**src/rtl/memory_arbiter.sv**
```systemverilog
`default_nettype none
// ============================================================================
// memory_arbiter : single-port RAM arbiter, data requests win over ifetch.
// Optional feature: define MEMORY_ARBITER_COUNT_EN for icount/dcount counters.
// Revision: 1.0
// ============================================================================
module memory_arbiter (
  input  logic        CLK,
  input  logic        RST,
  input  logic        iREN,
  input  logic [31:0] iaddr,
  input  logic        dREN,
  input  logic        dWEN,
  input  logic [31:0] daddr,
  input  logic [31:0] dstore,
  output logic        ihit,
  output logic [31:0] iload,
  output logic        dhit,
  output logic [31:0] dload,
  output logic        ramREN,
  output logic        ramWEN,
  output logic [31:0] ramaddr,
  output logic [31:0] ramstore,
  input  logic [31:0] ramload,
  input  logic [1:0]  ramstate,
  output logic        mem_err,
  output logic [31:0] icount,
  output logic [31:0] dcount
);

  localparam logic [1:0] c_ACCESS = 2'd2;
  localparam logic [1:0] c_ERROR  = 2'd3;

  typedef enum logic [1:0] {
    IDLE = 2'd0,
    DACC = 2'd1,
    IACC = 2'd2
  } state_t;

  state_t      r_state;
  state_t      w_nextState;
  logic [31:0] r_dAddr;
  logic [31:0] r_dStore;
  logic [31:0] r_iAddr;
  logic        r_dWrite;
  logic        w_done;
  logic        w_err;
  logic        w_dHitSet;
  logic        w_iHitSet;

  always_comb begin
    w_nextState = r_state;
    ramREN      = 1'b0;
    ramWEN      = 1'b0;
    ramaddr     = '0;
    ramstore    = '0;
    w_err       = (ramstate == c_ERROR);
    w_done      = (ramstate == c_ACCESS) || (ramstate == c_ERROR);
    w_dHitSet   = 1'b0;
    w_iHitSet   = 1'b0;
    case (r_state)
      IDLE: begin
        if (dREN || dWEN) begin
          w_nextState = DACC;
        end else if (iREN) begin
          w_nextState = IACC;
        end
      end
      DACC: begin
        ramaddr  = r_dAddr;
        ramstore = r_dStore;
        ramWEN   = r_dWrite;
        ramREN   = !r_dWrite;
        if (w_done) begin
          w_nextState = IDLE;
          // A hit is only reported if the requester is still waiting for it
          w_dHitSet   = r_dWrite ? dWEN : dREN;
        end
      end
      IACC: begin
        ramaddr = r_iAddr;
        ramREN  = 1'b1;
        if (w_done) begin
          w_nextState = IDLE;
          w_iHitSet   = iREN;
        end
      end
      default: w_nextState = IDLE;
    endcase
  end

  always_ff @(posedge CLK) begin
    if (RST) begin
      r_state  <= IDLE;
      r_dAddr  <= '0;
      r_dStore <= '0;
      r_iAddr  <= '0;
      r_dWrite <= 1'b0;
      ihit     <= 1'b0;
      dhit     <= 1'b0;
      mem_err  <= 1'b0;
      iload    <= '0;
      dload    <= '0;
    end else begin
      r_state <= w_nextState;
      ihit    <= w_iHitSet;
      dhit    <= w_dHitSet;
      mem_err <= (w_iHitSet || w_dHitSet) && w_err;
      if (r_state == IDLE) begin
        if (dREN || dWEN) begin
          r_dAddr  <= daddr;
          r_dStore <= dstore;
          r_dWrite <= dWEN;
        end else if (iREN) begin
          r_iAddr <= iaddr;
        end
      end
      if (w_dHitSet) begin
        dload <= w_err ? '0 : ramload;
      end
      if (w_iHitSet) begin
        iload <= w_err ? '0 : ramload;
      end
    end
  end

`ifdef MEMORY_ARBITER_COUNT_EN
  logic [31:0] r_iCount;
  logic [31:0] r_dCount;

  // Counters advance on the same edge that raises the hit pulse
  always_ff @(posedge CLK) begin
    if (RST) begin
      r_iCount <= '0;
      r_dCount <= '0;
    end else begin
      if (w_iHitSet) begin
        r_iCount <= r_iCount + 32'd1;
      end
      if (w_dHitSet) begin
        r_dCount <= r_dCount + 32'd1;
      end
    end
  end

  assign icount = r_iCount;
  assign dcount = r_dCount;
`else
  assign icount = '0;
  assign dcount = '0;
`endif

endmodule
`default_nettype wire

```
**config.mk**
```make
export PLATFORM = sky130hd
export DESIGN_NAME = memory_arbiter
export DESIGN_NICKNAME = d
export VERILOG_FILES = /design/src/rtl/memory_arbiter.sv
export SDC_FILE = /design/constraint.sdc
export NUM_CORES = 1
export LEC_CHECK = 0
export CORE_MARGIN = 2
export CORE_UTILIZATION = 45
export CTS_CLUSTER_DIAMETER = 30
export DETAILED_ROUTE_END_ITERATION = 12
export PLACE_DENSITY = 0.93
export SYNTH_ARGS = -nofsm -noshare
export SYNTH_HDL_FRONTEND = slang
export SYNTH_SLANG_ARGS = --single-unit
```
**constraint.sdc**
```tcl
create_clock -name CLK -period 2.22 [get_ports CLK]
set_input_delay 0.555 -clock CLK [delete_from_list [all_inputs] [get_ports CLK]]
set_output_delay 0.555 -clock CLK [all_outputs]
set_load 0.01 [all_outputs]
```
==> results of run 1 <==
[per-stage QoR]
| stage | setup WS, ps | TNS, ps | instance area, sq um | utilization [%] | total power, W |
|---|---|---|---|---|---|
| after floorplan | 446 | 0 | 7570 | - | 0.00409 |
| after global placement | 2.30 | 0 | 10000 | 63.0 | 0.00462 |
| after detailed placement | -45.4 | -268 | 10000 | 63.0 | 0.00466 |
| after CTS | -130 | -1490 | 10800 | 68.2 | 0.00790 |
| after global routing | -191 | -3340 | 10900 | 68.9 | 0.00821 |
| final | -122 | -1320 | 10900 | 68.9 | 0.00793 |
[layout by cell type, fill, tap and decap left out, types with 3 or more instances in the layout]
master           count
a21oi_1            152
a21oi_2             13
a22oi_1              5
a22oi_2             27
and2_1              26
and2_4               8
buf_12              18
buf_16               4
buf_2               44
buf_4               11
buf_6               16
bufinv_16            3
clkbuf_16           18
clkbuf_8             3
clkdlybuf4s15_2      6
clkdlybuf4s50_1    200
clkinv_2             3
conb_1              64
dfxtp_1            164
dlygate4sd2_1        7
ha_4                 3
nand2_1            228
nand3_1             33
nand4_1             32
nor2b_1             23
nor2b_2              8
nor2b_4              3
nor3_1               3
o21ai_0             24
o21ai_1              9
[area by class of cell]
type | instances | area share, %
clock inverter | 11 | 1.34
timing repair buffer | 309 | 28.6
multi-input combinational | 674 | 32.8
sequential | 166 | 30.4
clock buffer | 21 | 4.30
inverter | 2 | 0.0686
tap | 216 | 2.47
[state kept, by name, summed over array words and instances, names as in the netlist]
register,flops
mem_err,1
r_dWrite,1
r_iAddr,32
r_state,2
iload,32
dhit,1
dload,32
ihit,1
r_dAddr,32
r_dStore,32
[worst min-delay path by stage]
stage | start | to | cells after the start
final | r_dStore[27] | r_dStore[27] | 2
after global routing | r_dStore[31] | r_dStore[31] | 2
after CTS | r_dStore[28] | r_dStore[28] | 2
after detailed placement | r_dStore[28] | r_dStore[28] | 2
after global placement | r_dStore[9] | r_dStore[9] | 2
after floorplan | r_dStore[0] | r_dStore[0] | 2
[worst max-delay path: cells and delay by family, from the launching register on]
family                     cells  cell delay, ps
DFF                            1             340
buffers and inverters          4             560
adders and majority gates      1             280
and+or+nand+nor                1             170
[layer usage]
metal  track usage [%]  part of all wire [%]  vias up
li1                  -                     -     3460
met1              31.9                    39     3484
met2              45.6                    51      369
met3              5.25                   6.2       62
met4              12.6                   3.8        0
met5                 0                     0        -
[power by group through the flow]
stage / Clock, W / Sequential (W) / Combinational (W)
after CTS: 0.00312 / 0.00324 / 0.00154
after global routing: 0.00325 / 0.00326 / 0.00170
after detailed placement: 0 / 0.00329 / 0.00137
after global placement: 0 / 0.00328 / 0.00134
after floorplan: 0 / 0.00328 / 0.000815
final: 0.00310 / 0.00325 / 0.00159
[cells by family after synthesis]
kind of cell / share of synthesized area (%)
adders and majority gates: 0.512
DFF: 45.3
AOI/OAI and AO/OA: 17.7
other: 0.0511
and+or+nand+nor: 23.4
muxes: 0.341
buffers and inverters: 12.6
[repair_timing]
action	4_1_cts	5_1_grt
cloned	5	1
pin swaps	21	3
endpoints found under the setup margin	66	41
setup buffers	10	4
gates resized for setup	287	31
hold buffers	0	0
==> metrics, run 1 <==
Cell Pwr Density slightly above 700 mW/mm^2; Unique masters post-synth 30; net switching power about 0.0022 W; RSZ-0062 raised after global routing true; Routed WL per cell around 17 um; fmax about 430 MHz; worst reg2reg path endpoint r_iAddr[9]; final hold slack roughly 450 ps; VDD IR max 0.546 mV; Switching Share a little over a quarter; CTS tree built; CP Max Fanout 24; Clock Path Buffers 2; share of the synthesized area in the top cell type around 45%; R2R depth 7; share of post-route cells with drive strength above 1 17.3%; crit-path max cell delay 340 ps; worst hold-check path type register to register; initial antenna violation count 0; DRC 0; CTS clk-pin slew, worst paths roughly 60 ps; Slew Viols, Final 0; CTS Root Cell clkbuf_16; Synth Flop Type dfxtp_1; Internal around 0.0058 W; final setup fails 26; Arrival @ worst endpoint about 1800 ps; static leakage 4.10 nW; Setup crit start r_state[1]; maxcap violations 0; CTS H-tree depth 4; final hold violations 0; DP Wirelength approximately 15000 um; port bufs ~270; core box area 0.0159 sq mm; cell area after synthesis 0.00733 sq mm; final wirelength 24300 um; post-synthesis sequential area ratio a little under half; share of total power in the clock network 39.1%; fraction of registers with async set/reset 0%; clock skew about 11 ps; final worst slack -122 ps; Critical Path Source Type register; GP Congestion 0.802; number of diodes 0; Synth Warn # 0; failing checks setup timing; fin nets ~1.3k; First-pass DRT Iterations 5; cell with the most instances after synthesis nand2_1; row cnt between 40 and 50; EDFF count, synth 0; die height 132 um; Syn Inst Count slightly above 900; vias in the first global route between 7k and 8k; Sequential Power Share 40.9%; Fillers 1210; largest net degree at the start of global routing between 60 and 70; critical path endpoint ramaddr[27]; Placed Cells 1350; Period Utilization, post-route 105%; area occupied by multi-input gates 0.00359 sq mm; DR vias/cell 5.27; Overflow after GRT 0; TritonCTS Buffers 17; CTS sink cnt about 170; Die X between 100 and 150 um; outcome finished, violations left; die area around 0.017 sq mm; initial drt markers around 470; combinational share of power 20.0%; Initial Utilization 46.2%; Worst-Skew Late Latency between 400 and 500 ps; register bit total from synthesis roughly 170; synth top area cells dfxtp_1 45%, nand2_1 12%, a21oi_1 10%; Antenna Violating Nets Remaining 0; Slowest cell on crit path dfxtp_2; post-synth top area cell dfxtp_1; worst reg2reg setup slack about 700 ps; CP required 1660 ps; GRT Total Usage 26.6%; Post-synth top cells 229 x nand2_1, 166 x dfxtp_1, 152 x a21oi_1; via count between 7k and 8k; crit path cell chain inv_2, buf_6, ha_4, buf_12, nor2b_2, clkdlybuf4s15_2; R2R Path Start r_state[1]; I/O pin count 332; Layout area overhead 49.2%; CP Capture Type primary output; Synth Area per Inst 7.92 sq um; final non-filler cell total approximately 1.4k; Final min period 2340 ps; worst setup path class register to primary output; first-pass GRT wire length roughly 37000 um; Reg area 0.00333 sq mm
(Power assumes the default switching activity.)
==> inputs of run 2 (changes only) <==
--- a/config.mk
+++ b/config.mk
@@ -9,7 +9,7 @@
 export CORE_UTILIZATION = 45
 export CTS_CLUSTER_DIAMETER = 30
 export DETAILED_ROUTE_END_ITERATION = 12
-export PLACE_DENSITY = 0.93
+export PLACE_DENSITY = 0.95
 export SYNTH_ARGS = -nofsm -noshare
 export SYNTH_HDL_FRONTEND = slang
 export SYNTH_SLANG_ARGS = --single-unit
==> run 2 against run 1 <==
Clock power shrank 1%. Non-clock buffer count grew 8. Die area is the same. Critical endpoint is now ramaddr[12]. Cell count grew 0.64%. Wire length grew 7.4%. The run still ends with setup timing left.
==> metrics, run 2 (synthesis gave the netlist of run 1 again) <==
most frequent cells in the layout 228 x nand2_1, 200 x clkdlybuf4s50_1, 164 x dfxtp_1, 152 x a21oi_1, 64 x conb_1; Fillers 1156; Antenna Violating Nets Remaining 0; DP Wirelength 16000 um; worst setup path class register to primary output; VDD IR max 0.497 mV; CTS sink cnt approximately 170; CP Capture Type primary output; Worst-Skew Late Latency about 400 ps; fmax 432 MHz; initial drt markers between 600 and 700; CP required 1660 ps; CTS clk-pin slew, worst paths around 60 ps; Arrival @ worst endpoint 1760 ps; final hold slack roughly 450 ps; fin nets 1316; initial antenna violation count 1; dpl cell area 0.00998 sq mm; CP Max Fanout 5; crit-path max cell delay around 360 ps; First-pass DRT Iterations 7; port bufs approximately 270; largest net degree at the start of global routing 73; static leakage 4.16 nW; Hold Path Cell Cnt 2; DRC 0; TritonCTS Buffers 17; CTS Root Cell clkbuf_16; Slew Viols, Final 0; final worst slack -96.6 ps; worst reg2reg setup slack approximately 500 ps; Clock Path Buffers 2; first-pass GRT wire length 38500 um; maxcap violations 0; failing checks setup timing; die area between 0.015 and 0.02 sq mm; CTS H-tree depth 4; final setup fails 42; worst reg2reg path endpoint iload[7]; Slowest cell on crit path dfxtp_2; Die X between 100 and 150 um; I/O pin count about 330; Cell Pwr Density 726 mW/mm^2; min-delay src r_dStore[7]; via count between 7k and 8k; Overflow after GRT 0; Setup WS pre-CTS -49.1 ps; commonest non-fill, non-tap cell in the layout nand2_1; R2R depth 7; final hold violations 0; worst hold-check path type register to register; final wirelength between 20000 and 30000 um; row cnt 46; Final min period 2320 ps; GRT Total Usage about 28%; GP Congestion between 0.9 and 1; R2R Path Start r_state[1]; crit path cell chain inv_4, buf_6, ha_4, buf_6, buf_6, buf_6, nor2b_4, buf_6; share of post-route cells with drive strength above 1 ~19%; hold endpoint r_dStore[7]; Layout area overhead 51.4%; core box area between 0.015 and 0.02 sq mm; CTS tree built; outcome finished, violations left; Period Utilization, post-route 104%; die height 132 um; Final Cell Area 0.0111 sq mm; Routed WL per cell 18.6 um; Critical Path Source Type register; clock skew around 6.2 ps; RSZ-0062 raised after global routing true; most used cell along the critical path buf_6; Initial Utilization between 40% and 50%; vias in the first global route around 7.3k; DR vias/cell approximately 5.4
==> run 2: cell types whose count changed in the layout (fill, tap and decap cells not counted), sizes merged <==
cell	delta
buf	+14
dlygate4sd2	-7
clkdlybuf4s15	-4
bufbuf	+2
clkinvlp	+2
inv	+2
clkinv	-1
diode	+1
==> run 2: timing repair <==
item / in CTS / in global routing
pin swaps: 6 / 11
cloned: 5 / 5
gates resized for setup: 280 / 76
endpoints found under the setup margin: 66 / 50
hold buffers: 0 / 0
setup buffers: 10 / 6
==> run 2: layout make-up <==
type	instances	area, sq um	share of cell area, %
Clock inverter	14	174	1.57
Inverter	2	10.0	0.0902
Antenna cell	1	2.50	0.0225
Tap cell	216	270	2.43
Sequential cell	166	3330	30.0
Multi-Input combinational cell	674	3660	32.9
Timing Repair Buffer	317	3220	29.0
Clock buffer	18	439	3.96
==> run 2: metal layers <==
metal  vias up  global-route usage (%)  part of all wire [%]
met2       459                    47.0                    49
met4         0                    16.0                   5.1
met3        93                    5.52                   7.6
li1       3482                       -                     -
met5         -                       0                     0
met1      3636                    32.3                    38
==> run 2: where the power goes <==
group | switching (W) | internal (W)
combinational | 0.000873 | 0.000858
clock | 0.00125 | 0.00181
sequential | 0.000118 | 0.00314
==> run 2: critical path: cells and delay by family (launching register included) <==
kind | cells | cell delay (ps)
DFF | 1 | 360
adders and majority gates | 1 | 240
buffers and inverters | 6 | 650
and+or+nand+nor | 1 | 110
==> run 2: worst max-delay path by stage <==
stage,from,end,slack (ps),depth (start not counted)
2_1_floorplan,r_state[1],ramaddr[0],450,6
3_3_place_gp,r_state[1],ramaddr[29],70,6
3_5_place_dp,r_state[1],ramaddr[7],-50,6
4_1_cts,r_state[1],ramaddr[7],-120,6
5_1_grt,r_state[1],ramaddr[31],-150,7
6_report,r_state[1],ramaddr[12],-100,8
==> run 2: stage by stage <==
stage	cells	total power [W]	util, %	TNS [ps]
after CTS	1397	0.00785	67.9	-2610
after floorplan	989	0.00409	-	0
final	1408	0.00806	69.9	-2390
after global placement	1350	0.00461	62.9	0
after detailed placement	1350	0.00465	62.9	-91.2
after global routing	1407	0.00832	69.9	-4730
==> inputs of run 3 (changes only) <==
--- a/config.mk
+++ b/config.mk
@@ -10,6 +10,7 @@
 export CTS_CLUSTER_DIAMETER = 30
 export DETAILED_ROUTE_END_ITERATION = 12
 export PLACE_DENSITY = 0.95
+export SKIP_LAST_GASP = 1
 export SYNTH_ARGS = -nofsm -noshare
 export SYNTH_HDL_FRONTEND = slang
 export SYNTH_SLANG_ARGS = --single-unit
==> constraint.sdc (replaced) <==
create_clock -name CLK -period 2.79 [get_ports CLK]
set_input_delay 0.6975 -clock CLK [delete_from_list [all_inputs] [get_ports CLK]]
set_output_delay 0.6975 -clock CLK [all_outputs]
set_load 0.01 [all_outputs]
==> run 3 against run 2 <==
Sequential share of layout area rose by 1.0 points. The run now ends clean. Total power decreased by 23%. First-iteration DRC count decreased by 31%. Wire length shrank 7.6%. Cell count fell by 1.6%. Count of clock-buffer cells in the layout is 3 higher.
==> metrics, run 3 (synthesis gave the netlist of run 1 again) <==
outcome completed; initial drt markers 480; CTS clk-pin slew, worst paths 60 ps; fin nets ~1.3k; Worst-Skew Late Latency around 430 ps; DR vias/cell 5.31; R2R depth 8; Final Cell Area 0.0107 sq mm; clock skew around 8.0 ps; Sequential Power Share about two fifths; CTS sink cnt approximately 170; commonest non-fill, non-tap cell in the layout clkdlybuf4s50_1; port bufs around 270; critical path endpoint ramaddr[19]; Final min period about 2800 ps; Buf/Inv on CP 3; RSZ-0062 raised after global routing true; final hold violations 0; crit-path max cell delay approximately 560 ps; share of total power in the clock network slightly below 40%; hold-fix buffers at CTS 0; Die X roughly 130 um; Setup WS pre-CTS between 300 and 400 ps; CTS H-tree depth 4; vias in the first global route 6868; worst reg2reg path endpoint dload[8]; final worst slack approximately 12 ps; Internal ~0.0045 W; final wirelength 24200 um; Period Utilization, post-route about 100%; combinational share of power about a fifth; die area 0.0173 sq mm; largest net degree at the start of global routing 91; DP Wirelength between 15000 and 20000 um; worst setup path class register to primary output; TNS Setup 0 ps; Overflow after GRT 0; Clock Path Buffers 2; crit path cell chain inv_2, ha_4, buf_12, a22oi_1, nor2b_1, clkdlybuf4s50_1; via count 7364; Antenna Violating Nets Remaining 0; CP Capture Type primary output; Placed Cells roughly 1.3k; R2R Path Start r_state[1]; I/O pin count 332; VDD IR max between 0.4 and 0.5 mV; CP Max Fanout 25; CP required between 2000 and 2500 ps; row cnt 46; initial antenna violation count 0; Routed WL per cell approximately 17 um; Initial Utilization a little under half; Slew Viols, Final 0; Setup crit start r_state[1]; share of post-route cells with drive strength above 1 approximately 7.4%; net switching power 0.00167 W; TritonCTS Buffers 17; area occupied by multi-input gates around 0.0034 sq mm; Critical Path Source Type register; most frequent cells in the layout 237 x clkdlybuf4s50_1, 228 x nand2_1, 164 x dfxtp_1, 152 x a21oi_1, 64 x conb_1; Reg area 0.00333 sq mm; GRT Total Usage 25.7%; dpl cell area about 0.0099 sq mm; Levels on crit path 6; worst reg2reg setup slack 1000 ps; Slowest cell on crit path clkdlybuf4s50_1; GP Congestion between 0.8 and 0.9; Fillers between 1k and 1.5k; final setup fails 0; final non-filler cell total between 1k and 1.5k; CTS tree built; worst hold-check path type register to register; first-pass GRT wire length between 30000 and 40000 um; core box area approximately 0.016 sq mm; First-pass DRT Iterations 6; maxcap violations 0; Layout area overhead 46.3%; Switching Share about 27%; static leakage roughly 4.2 nW; fmax about 360 MHz; Cell Pwr Density slightly below 600 mW/mm^2; Arrival @ worst endpoint about 2100 ps; delay-heaviest family, CP buffers and inverters; CTS Root Cell clkbuf_16; DRC 0; die height approximately 130 um
run 3: changes by cell type in the layout (fill, tap and decap cells not counted), moves of 4 or more:
cell	delta
buf_2	-48
clkdlybuf4s50_1	+37
a22oi_1	+27
a22oi_2	-27
buf_6	-23
dlymetal6s2s_1	+22
nor2b_1	+19
nor2b_4	-17
dlygate4sd2_1	+7
buf_12	-4
buf_4	-4
run 3: power by group through the flow:
stage / Clock (W) / Combinational (W) / Sequential [W]
5_1_grt: 0.00259 / 0.00125 / 0.00259
4_1_cts: 0.00248 / 0.00108 / 0.00257
6_report: 0.00246 / 0.00116 / 0.00258
3_3_place_gp: 0 / 0.00104 / 0.00262
3_5_place_dp: 0 / 0.00107 / 0.00262
2_1_floorplan: 0 / 0.000649 / 0.00261
run 3: worst register-to-register path, delay by kind of cell (launching register included):
kind,cells,cell delay [ps]
compound gates,1,160
fa+ha+maj,1,240
buf+inv,4,690
flops,1,340
simple gates,2,280
run 3: worst min-delay path by stage:
stage	cells after the start	slack, ps	end	start
after floorplan	2	430	r_dStore[0]	r_dStore[0]
after global placement	2	440	r_dStore[10]	r_dStore[10]
after detailed placement	2	440	r_dStore[10]	r_dStore[10]
after CTS	2	450	r_dStore[10]	r_dStore[10]
after global routing	2	470	r_dStore[3]	r_dStore[3]
final	2	450	r_dStore[10]	r_dStore[10]
run 3: timing repair:
item | in CTS | in global routing
cloned | 0 | 3
endpoints found under the setup margin | 46 | 26
gates resized for setup | 10 | 29
pin swaps | 0 | 1
setup buffers | 0 | 4
run 3: layer usage:
| metal | global-route usage [%] | vias to the layer above | share of wire [%] |
|---|---|---|---|
| met4 | 12.3 | 0 | 4.4 |
| met5 | 0 | - | 0 |
| met3 | 4.63 | 75 | 5.7 |
| met1 | 32.1 | 3513 | 41 |
| met2 | 42.8 | 344 | 49 |
| li1 | - | 3432 | - |
run 3: layout make-up:
| type | instances | area share, % |
|---|---|---|
| timing repair buffer | 295 | 29.1 |
| clock buffer | 21 | 4.39 |
| antenna | 1 | 0.0233 |
| multi-input combinational | 674 | 31.6 |
| clock inverter | 11 | 1.36 |
| sequential | 166 | 31.0 |
| tap | 216 | 2.52 |
| inverter | 2 | 0.0700 |
run 3: stage by stage:
stage,utilization [%],total power (W),hold slack [ps]
after global placement,62.4,0.00366,437
after floorplan,-,0.00326,432
final,67.5,0.00620,452
after CTS,66.3,0.00613,453
after detailed placement,62.4,0.00370,445
after global routing,67.5,0.00642,467
